--- config.mk ---
export PLATFORM = sky130hd
export DESIGN_NAME = regfile_decode32_flat
export DESIGN_NICKNAME = d
export VERILOG_FILES = /design/src/rtl/cpu_pkg.sv /design/src/rtl/regfile_decode32_if.sv /design/src/rtl/decoder5to32.sv /design/src/rtl/regfile_decode32.sv /design/src/flat_wrapper.sv
export SDC_FILE = /design/constraint.sdc
export NUM_CORES = 2
export LEC_CHECK = 0
export BUFFER_PORTS_ARGS = -buffer_cell sky130_fd_sc_hd__buf_2
export CAP_MARGIN = 20
export CORE_ASPECT_RATIO = 1.5
export CORE_UTILIZATION = 36
export CTS_BUF_LIST = sky130_fd_sc_hd__clkbuf_4 sky130_fd_sc_hd__clkbuf_8
export DETAILED_ROUTE_END_ITERATION = 8
export PLACE_DENSITY = 0.62
export SLEW_MARGIN = 20
export SYNTH_ARGS = -nofsm -noshare
export SYNTH_HDL_FRONTEND = slang
export SYNTH_SLANG_ARGS = --single-unit
--- constraint.sdc ---
create_clock -name clk -period 2.8 [get_ports clk]
set_input_delay 0 -clock clk [delete_from_list [all_inputs] [get_ports clk]]
set_output_delay 0 -clock clk [all_outputs]
set_load 0.02 [all_outputs]
--- src/rtl/cpu_pkg.sv ---
// Shared CPU datapath constants: register file geometry and well-known register numbers.
package cpu_pkg;

    localparam int DATA_W   = 32;
    localparam int ADDR_W   = 5;
    localparam int NUM_REGS = 32;

    typedef logic [DATA_W-1:0] word_t;
    typedef logic [ADDR_W-1:0] reg_addr_t;

    localparam reg_addr_t REG_ZERO = 5'd0;
    localparam reg_addr_t REG_SP   = 5'd29;
    localparam reg_addr_t REG_RA   = 5'd31;

endpackage

--- src/rtl/regfile_decode32_if.sv ---
// Register file access bundle: one write port and two combinational read ports.
interface regfile_decode32_if #(
    parameter int DATA_W = cpu_pkg::DATA_W,
    parameter int ADDR_W = cpu_pkg::ADDR_W
);

    logic              reg_write;
    logic [ADDR_W-1:0] write_addr;
    logic [DATA_W-1:0] write_data;
    logic [ADDR_W-1:0] read_addr_a;
    logic [ADDR_W-1:0] read_addr_b;
    logic [DATA_W-1:0] read_data_a;
    logic [DATA_W-1:0] read_data_b;

    modport master (
        output reg_write, write_addr, write_data, read_addr_a, read_addr_b,
        input  read_data_a, read_data_b
    );

    modport slave (
        input  reg_write, write_addr, write_data, read_addr_a, read_addr_b,
        output read_data_a, read_data_b
    );

endinterface

--- src/rtl/decoder5to32.sv ---
// 1-of-32 address decoder with enable; an unknown address decodes to no selection.
module decoder5to32 #(
    parameter int ADDR_W  = cpu_pkg::ADDR_W,
    parameter int NUM_OUT = cpu_pkg::NUM_REGS
) (
    input  logic               enable,
    input  logic [ADDR_W-1:0]  addr,
    output logic [NUM_OUT-1:0] onehot
);

    // Equality compares rather than a shift so an X/Z address matches nothing.
    always_comb begin
        onehot = '0;
        if (enable) begin
            for (int i = 0; i < NUM_OUT; i++) begin
                if (addr == ADDR_W'(i)) begin
                    onehot[i] = 1'b1;
                end
            end
        end
    end

endmodule

--- src/rtl/regfile_decode32.sv ---
// 32 x 32 CPU register file: decoded single write port, two combinational read ports, r0 hardwired to zero.
module regfile_decode32 import cpu_pkg::*; #(
    parameter int DATA_W   = cpu_pkg::DATA_W,
    parameter int ADDR_W   = cpu_pkg::ADDR_W,
    parameter int NUM_REGS = cpu_pkg::NUM_REGS,
    parameter bit BYPASS   = 1'b1
) (
    input  logic              clk,
    input  logic              reset_n,
    regfile_decode32_if.slave rf
);

    if (NUM_REGS != 2**ADDR_W) begin : g_cfg_err
        $error("regfile_decode32: NUM_REGS must equal 2**ADDR_W");
    end

    logic [NUM_REGS-1:0] we_onehot;
    logic [DATA_W-1:0]   regs_q [NUM_REGS];
    logic [DATA_W-1:0]   regs_d [NUM_REGS];

    decoder5to32 #(
        .ADDR_W  (ADDR_W),
        .NUM_OUT (NUM_REGS)
    ) u_wdec (
        .enable (rf.reg_write),
        .addr   (rf.write_addr),
        .onehot (we_onehot)
    );

    // Entry 0 is forced to zero here so it never holds anything but reset state.
    always_comb begin
        regs_d = regs_q;
        for (int i = 1; i < NUM_REGS; i++) begin
            if (we_onehot[i]) begin
                regs_d[i] = rf.write_data;
            end
        end
        regs_d[0] = '0;
    end

    always_ff @(posedge clk or negedge reset_n) begin
        if (!reset_n) begin
            for (int i = 0; i < NUM_REGS; i++) begin
                regs_q[i] <= '0;
            end
        end else begin
            regs_q <= regs_d;
        end
    end

    // Bypass keys off the decoded enable, so it agrees with what the edge will store.
    function automatic logic [DATA_W-1:0] read_port(
        input logic [ADDR_W-1:0] addr,
        input logic [DATA_W-1:0] stored,
        input logic              wr_hit,
        input logic [DATA_W-1:0] wr_data,
        input logic              in_reset
    );
        logic [DATA_W-1:0] data;
        data = stored;
        if (BYPASS && wr_hit) begin
            data = wr_data;
        end
        if (in_reset || (addr == ADDR_W'(REG_ZERO))) begin
            data = '0;
        end
        return data;
    endfunction

    assign rf.read_data_a = read_port(rf.read_addr_a, regs_q[rf.read_addr_a],
                                      we_onehot[rf.read_addr_a], rf.write_data, !reset_n);
    assign rf.read_data_b = read_port(rf.read_addr_b, regs_q[rf.read_addr_b],
                                      we_onehot[rf.read_addr_b], rf.write_data, !reset_n);

endmodule

--- src/flat_wrapper.sv ---
// flat-port wrapper written by rule: the top's interface ports become plain ports
module regfile_decode32_flat import cpu_pkg::*;
#(
    parameter int DATA_W   = cpu_pkg::DATA_W,
    parameter int ADDR_W   = cpu_pkg::ADDR_W,
    parameter int NUM_REGS = cpu_pkg::NUM_REGS,
    parameter bit BYPASS   = 1'b1
)
  (clk, reset_n, rf_reg_write, rf_write_addr, rf_write_data, rf_read_addr_a, rf_read_addr_b, rf_read_data_a, rf_read_data_b);
  regfile_decode32_if #(.DATA_W(DATA_W), .ADDR_W(ADDR_W)) rf_i ();
  input  logic clk;
  input  logic reset_n;
  input wire logic [$bits(rf_i.reg_write)-1:0] rf_reg_write;
  input wire logic [$bits(rf_i.write_addr)-1:0] rf_write_addr;
  input wire logic [$bits(rf_i.write_data)-1:0] rf_write_data;
  input wire logic [$bits(rf_i.read_addr_a)-1:0] rf_read_addr_a;
  input wire logic [$bits(rf_i.read_addr_b)-1:0] rf_read_addr_b;
  output wire logic [$bits(rf_i.read_data_a)-1:0] rf_read_data_a;
  output wire logic [$bits(rf_i.read_data_b)-1:0] rf_read_data_b;
  assign rf_i.reg_write = rf_reg_write;
  assign rf_i.write_addr = rf_write_addr;
  assign rf_i.write_data = rf_write_data;
  assign rf_i.read_addr_a = rf_read_addr_a;
  assign rf_i.read_addr_b = rf_read_addr_b;
  assign rf_read_data_a = rf_i.read_data_a;
  assign rf_read_data_b = rf_i.read_data_b;
  regfile_decode32 #(.DATA_W(DATA_W), .ADDR_W(ADDR_W), .NUM_REGS(NUM_REGS), .BYPASS(BYPASS)) u_core (.clk(clk), .reset_n(reset_n), .rf(rf_i));
endmodule
# After elaboration in Yosys (flattened, before gate mapping)
# Index checks and enable logic that the tools add are counted.
# totals
output_inout_bits	64
input_bits	50
wordCells	121
reg_bits	992
# op_classes
muxes	47
n_eq_ne	31
reduce_logical	6
bitwise_logic	2
magnitude_cmp	4
# ops
operator	n
binary-select mux 32 bit (select 5 bit)	2
2-to-1 mux 32 bit	9
equality test 5 bit, second input constant	16
equality test 5 x 4 -> 1 bit, second input constant	8
2-to-1 mux 1 bit	34
equality test 5 x 3 -> 1 bit, second input constant	4
logical NOT 5 bit	3
greater-or-equal comparator 6 bit, second input constant	2
< comparator 5 x 6 -> 1 bit, second input constant	2
inverter 5 -> 6 bit	2
binary-select mux 1 bit (select 5 bit)	2
equality test 5 x 2 -> 1 bit, second input constant	2
equality test 5 x 1 -> 1 bit, second input constant	1
logical OR 1 bit	2
logical NOT 1 bit	1

# Depth between registers and ports, before layout
# logic_depth
depth_word	7
mapped_depth	10
depth_no_buf	5

# By module
# From an unflattened synthesis, not the netlist that was laid out.
# unflattened
hier_cells	3881
hier_area_um2	54257.0
# modules_own_cells
module	seq_area_each_um2	instances	cells_each	area_per_inst_um2
regfile_decode32	24823.8	1	3834	54020.6
decoder5to32	0.0	1	47	236.5

# Least setup slack after synthesis
# OpenSTA, ideal clock, no wires.
# synth_timing
path_kind	input-to-output
from	input rf_read_addr_a[2]
to	output rf_read_data_a[29]
path_buffers	3
stages	7
t_required_ns	2.800
slack_ns	0.817
t_arrival_ns	1.983
path_cell_list	buf_2 clkbuf_1 buf_1 mux4_2 mux4_2 a221oi_2 nor2_1
# synth_between
elab_chain_cells	6
word_cells_on_any_way	10
cone_classes	7 x mux; 1 x bitwise; 2 x reduce/logical
# synth_rtl
element	line	source
start: declaration	flat_wrapper.sv:16	input wire logic [$bits(rf_i.read_addr_a)-1:0] rf_read_addr_a;
inverter 5 -> 6 bit (implied by the code)	regfile_decode32.sv:70	assign rf.read_data_a = read_port(rf.read_addr_a, regs_q[rf.read_addr_a],
binary-select mux 32 bit (select 5 bit)	regfile_decode32.sv:70	
2-to-1 mux 32 bit (implied by the code) (2 in a row)	regfile_decode32.sv:70	
2-to-1 mux 32 bit	regfile_decode32.sv:61	if (BYPASS && wr_hit) begin
2-to-1 mux 32 bit *	regfile_decode32.sv:64	if (in_reset || (addr == ADDR_W'(REG_ZERO))) begin
end: declaration	flat_wrapper.sv:18	output wire logic [$bits(rf_i.read_data_a)-1:0] rf_read_data_a;
# Mark *: on every way between the ends. The rest lies on a longest branch, timed or not. The select of a mux whose other input is x is not followed.

# Worst setup path in the final report
# layout_timing
from	register u_core.regs_q[426] in the netlist's numbering
to	output rf_read_data_a[10]
# layout_between
elab_chain_cells	5
# layout_rtl
element	line	source
start: declaration	regfile_decode32.sv:18	logic [DATA_W-1:0] regs_q [NUM_REGS];
start signal: assignment	regfile_decode32.sv:47	regs_q <= regs_d;
binary-select mux 32 bit (select 5 bit)	regfile_decode32.sv:70	
2-to-1 mux 32 bit (implied by the code) (2 in a row)	regfile_decode32.sv:70	
2-to-1 mux 32 bit	regfile_decode32.sv:61	
2-to-1 mux 32 bit	regfile_decode32.sv:64	
# Every way passes these cells. The select of a mux whose other input is x is not followed.

==> results.md <==
* Number of enable flip-flop cells after synthesis at 0
* Status: finished with violations
* Die Area at 0.1514 mm^2
* CTS clk-pin slew, worst paths at 70 ps
* CP startpoint kind: flip-flop
* Final setup fails at 29
* Stages on worst setup path at 5
* DRC viols at 0
* Hold path cells at 4
* VDD IR max at 0.0004610 V
* # placed instances at 5455
* Period Utilization, post-route at 105.3%
* Dpl ws at 141.7 ps
* Initial antenna violation count at 5
* Die outline width at 318.1 um
* Final HPWL from detailed placement at 113800 um
* Worst-path maximum fanout at 3
* Largest net degree at the start of global routing at 163
* CP dominant cell by count: mux4_2
* RD Place Congestion at 0.8332
* Max FFs per register at 992
* FMAX at 339.2 MHz
* RSZ-0062 raised after global routing: yes
* Final hold violation count at 0
* CP top delay family: multiplexers
* Router iterations before antenna repair at 5
* Clock root buffer: clkbuf_8
* Post-synthesis sequential area ratio at 46.02%
* Worst EP arrival at 2950 ps
* Ys flop type: dfrtp_1
* FILL cells at 13460
* Slew headroom at 37.29%
* Total number of H-tree levels at 4
* Power density over cell area at 676.6 mW/mm^2
* Final Slew Violations at 0
* Mapped Area at 0.05395 mm^2
* DRT iter0 DRCs at 3116
* FF+latch count, synth at 992
* Post-synthesis cell count at 3604
* Initial Utilization at 36.33%
* Post-synthesis net count at 3654
* Share of post-route cells with drive strength above 1 at 58.15%
* Min Hold Slack at 111.0 ps
* Synth cell types at 51
* Top reg by flops: u_core.regs_q
* Die Height at 476.1 um
* Total grt overflow at 0
* TNS Setup at -1562 ps
* I/O pins at 114
* Top flop regs: u_core.regs_q (992)
* Clk Latency, worst-skew pair at 890 ps
* TritonCTS clock tree: yes
* CP bufs+invs at 1
* FF-to-FF path depth at 3
* WP data required at 2800 ps
* Fin cells at 5817
* Worst-Margin Slew at 938.6 ps
* GR Util All Layers at 24.30%
* CTS Buffer Depth at 3
* Failing checks: setup timing
* Clk sink count at 992
* First-pass GRT wire length at 269900 um
* Slowest-stage cell, CP: mux4_2
* Routed Wire Length at 184100 um
* CP cell instances: mux4_2 > mux4_2 > a221oi_2 > nor2_2 > buf_6
* Worst setup EP type: output pin
* Layout area overhead at 17.11%
* Hold Crit Class: input pin to flip-flop
* Row Count at 173
* DR WL/cell at 31.64 um
* Average size of a mapped cell at 14.97 um^2
* Crit path time final at 2948 ps
* Worst path max stage delay at 580 ps
* Vias in the first global route at 37720
* Port buffer count at 113
* Flop2flop setup slack at 1790 ps
* Via count at 36110
* Ys async rst share at 100.0%
* Final #Nets at 3822
* Pleak at 27.04 nW
* Max Cap Viol at 0
* CTS buffer count at 153
* WS Path Type: flip-flop to output pin
* DR vias/cell at 6.207
* DRT antenna net count at 0
* Worst setup margin at -148.1 ps
* Clk_skew at 0 ps
* Core ar. at 0.1485 mm^2
* Yosys Warn Count at 0
==> cells in the final DEF (no fill, tap or decap), drive strengths merged, types with 3 or more instances in the layout <==
| master | instances |
|---|---|
| clkinv | 19 |
| nand3 | 7 |
| nor2 | 92 |
| buf | 367 |
| o22ai | 49 |
| nand2 | 39 |
| inv | 13 |
| a22oi | 13 |
| o2bb2ai | 18 |
| or2 | 3 |
| a221oi | 83 |
| nand4 | 3 |
| mux2 | 1026 |
| and4b | 18 |
| o221ai | 12 |
| nand2b | 9 |
| xnor2 | 8 |
| a22o | 31 |
| mux2i | 190 |
| mux4 | 461 |
| dlygate4sd3 | 45 |
| bufinv | 8 |
| dfrtp | 992 |
| o21ai | 53 |
| nor4 | 7 |
| nor2b | 9 |
| clkbuf | 237 |
| a211oi | 25 |
| nor3 | 27 |
==> per-layer routing <==
metal  GRT usage [%]  share of wire, %  vias to the layer above
met5               0            0.0087                        -
met4           11.03               4.9                        2
met3           4.231               6.5                      424
met2           40.58                50                     1511
met1           30.75                39                    19780
li1                -                 -                    14390
==> synth_stat cells (3+ instances only) <==
cell type | number | area, um^2
dfrtp_1 | 992 | 24820
a221oi_1 | 82 | 718.2
nor4_1 | 5 | 31.28
buf_2 | 93 | 465.5
and4b_1 | 18 | 180.2
o2bb2ai_1 | 18 | 157.7
nor2b_1 | 9 | 56.30
a22o_1 | 31 | 271.5
buf_4 | 17 | 127.6
xnor2_1 | 8 | 70.07
inv_1 | 4 | 15.01
nand2b_1 | 9 | 56.30
a211oi_1 | 25 | 187.7
nand2_1 | 39 | 146.4
a22oi_1 | 13 | 97.59
mux2_1 | 32 | 360.4
nor3_1 | 26 | 130.1
or2_2 | 3 | 18.77
nor2_1 | 92 | 345.3
mux2_2 | 994 | 11190
buf_6 | 20 | 225.2
o21ai_0 | 51 | 255.2
nand4_1 | 3 | 18.77
mux2i_1 | 190 | 1902
mux4_2 | 461 | 10380
buf_1 | 40 | 150.1
clkbuf_1 | 231 | 867.1
o221ai_1 | 12 | 105.1
nand3_1 | 7 | 35.03
o22ai_1 | 49 | 306.5
==> power breakdown <==
group	leakage [nW]	switching (mW)	internal, mW
logic	12.5	3.89	5.78
clock network	1.83	6.20	7.57
registers	12.7	2.16	17.2
total	27.0	12.2	30.5
==> cell type report <==
class	instances	area (um^2)	area share, %
clock inverter	38	480.5	0.7605
tap	1925	2409	3.813
sequential	992	24820	39.29
clock buffer	235	2972	4.704
antenna	2	5.005	0.007922
multi-input combinational	2207	28260	44.73
timing repair buffer	414	4212	6.667
inverter	4	15.01	0.02377
==> path summary, 6_finish.rpt <==
kind,from,end
max,u_core.regs_q[426],rf_read_data_a[10]
min,rf_write_addr[4],u_core.regs_q[779]
max reg2reg,u_core.regs_q[601],u_core.regs_q[601]
min reg2reg,u_core.regs_q[447],u_core.regs_q[447]
max in group asynchronous,reset_n,u_core.regs_q[381]
min in group asynchronous,reset_n,u_core.regs_q[851]
==> repair_timing <==
action                                 in CTS  in global routing
gates resized for setup                   146                 40
buffers inserted                           29                 17
setup endpoints to repair                  48                 52
pin swaps                                  53                 39
hold buffers                               46                  0
endpoints found under the hold margin    1845                  0
==> logic make-up (layout without fill, tap and decap cells) <==
family | Yosys count | count (layout) | synth area share, %
mux | 1677 | 1677 | 44.19
buf+inv | 405 | 691 | 3.430
other cells | 0 | 2 | 0
compound gates | 300 | 300 | 4.175
simple gates | 221 | 221 | 2.043
xor+xnor | 9 | 9 | 0.1461
flops | 992 | 992 | 46.02
==> tightest hold or removal path, cell delays in order <==
cell and delay (ps):
buf_2 340, nor4_2 160, buf_4 230, mux2_2 250
==> stage by stage <==
stage | power, mW | area [um^2] | util (%)
global route | 44.51 | 63170 | 42.54
CTS | 42.85 | 62870 | 42.34
global placement | 28.27 | 58060 | 39.10
detailed placement | 28.59 | 58060 | 39.10
floorplan | 25.55 | 53950 | -
finish | 42.75 | 63170 | 42.54
(Power assumes the default switching activity.)
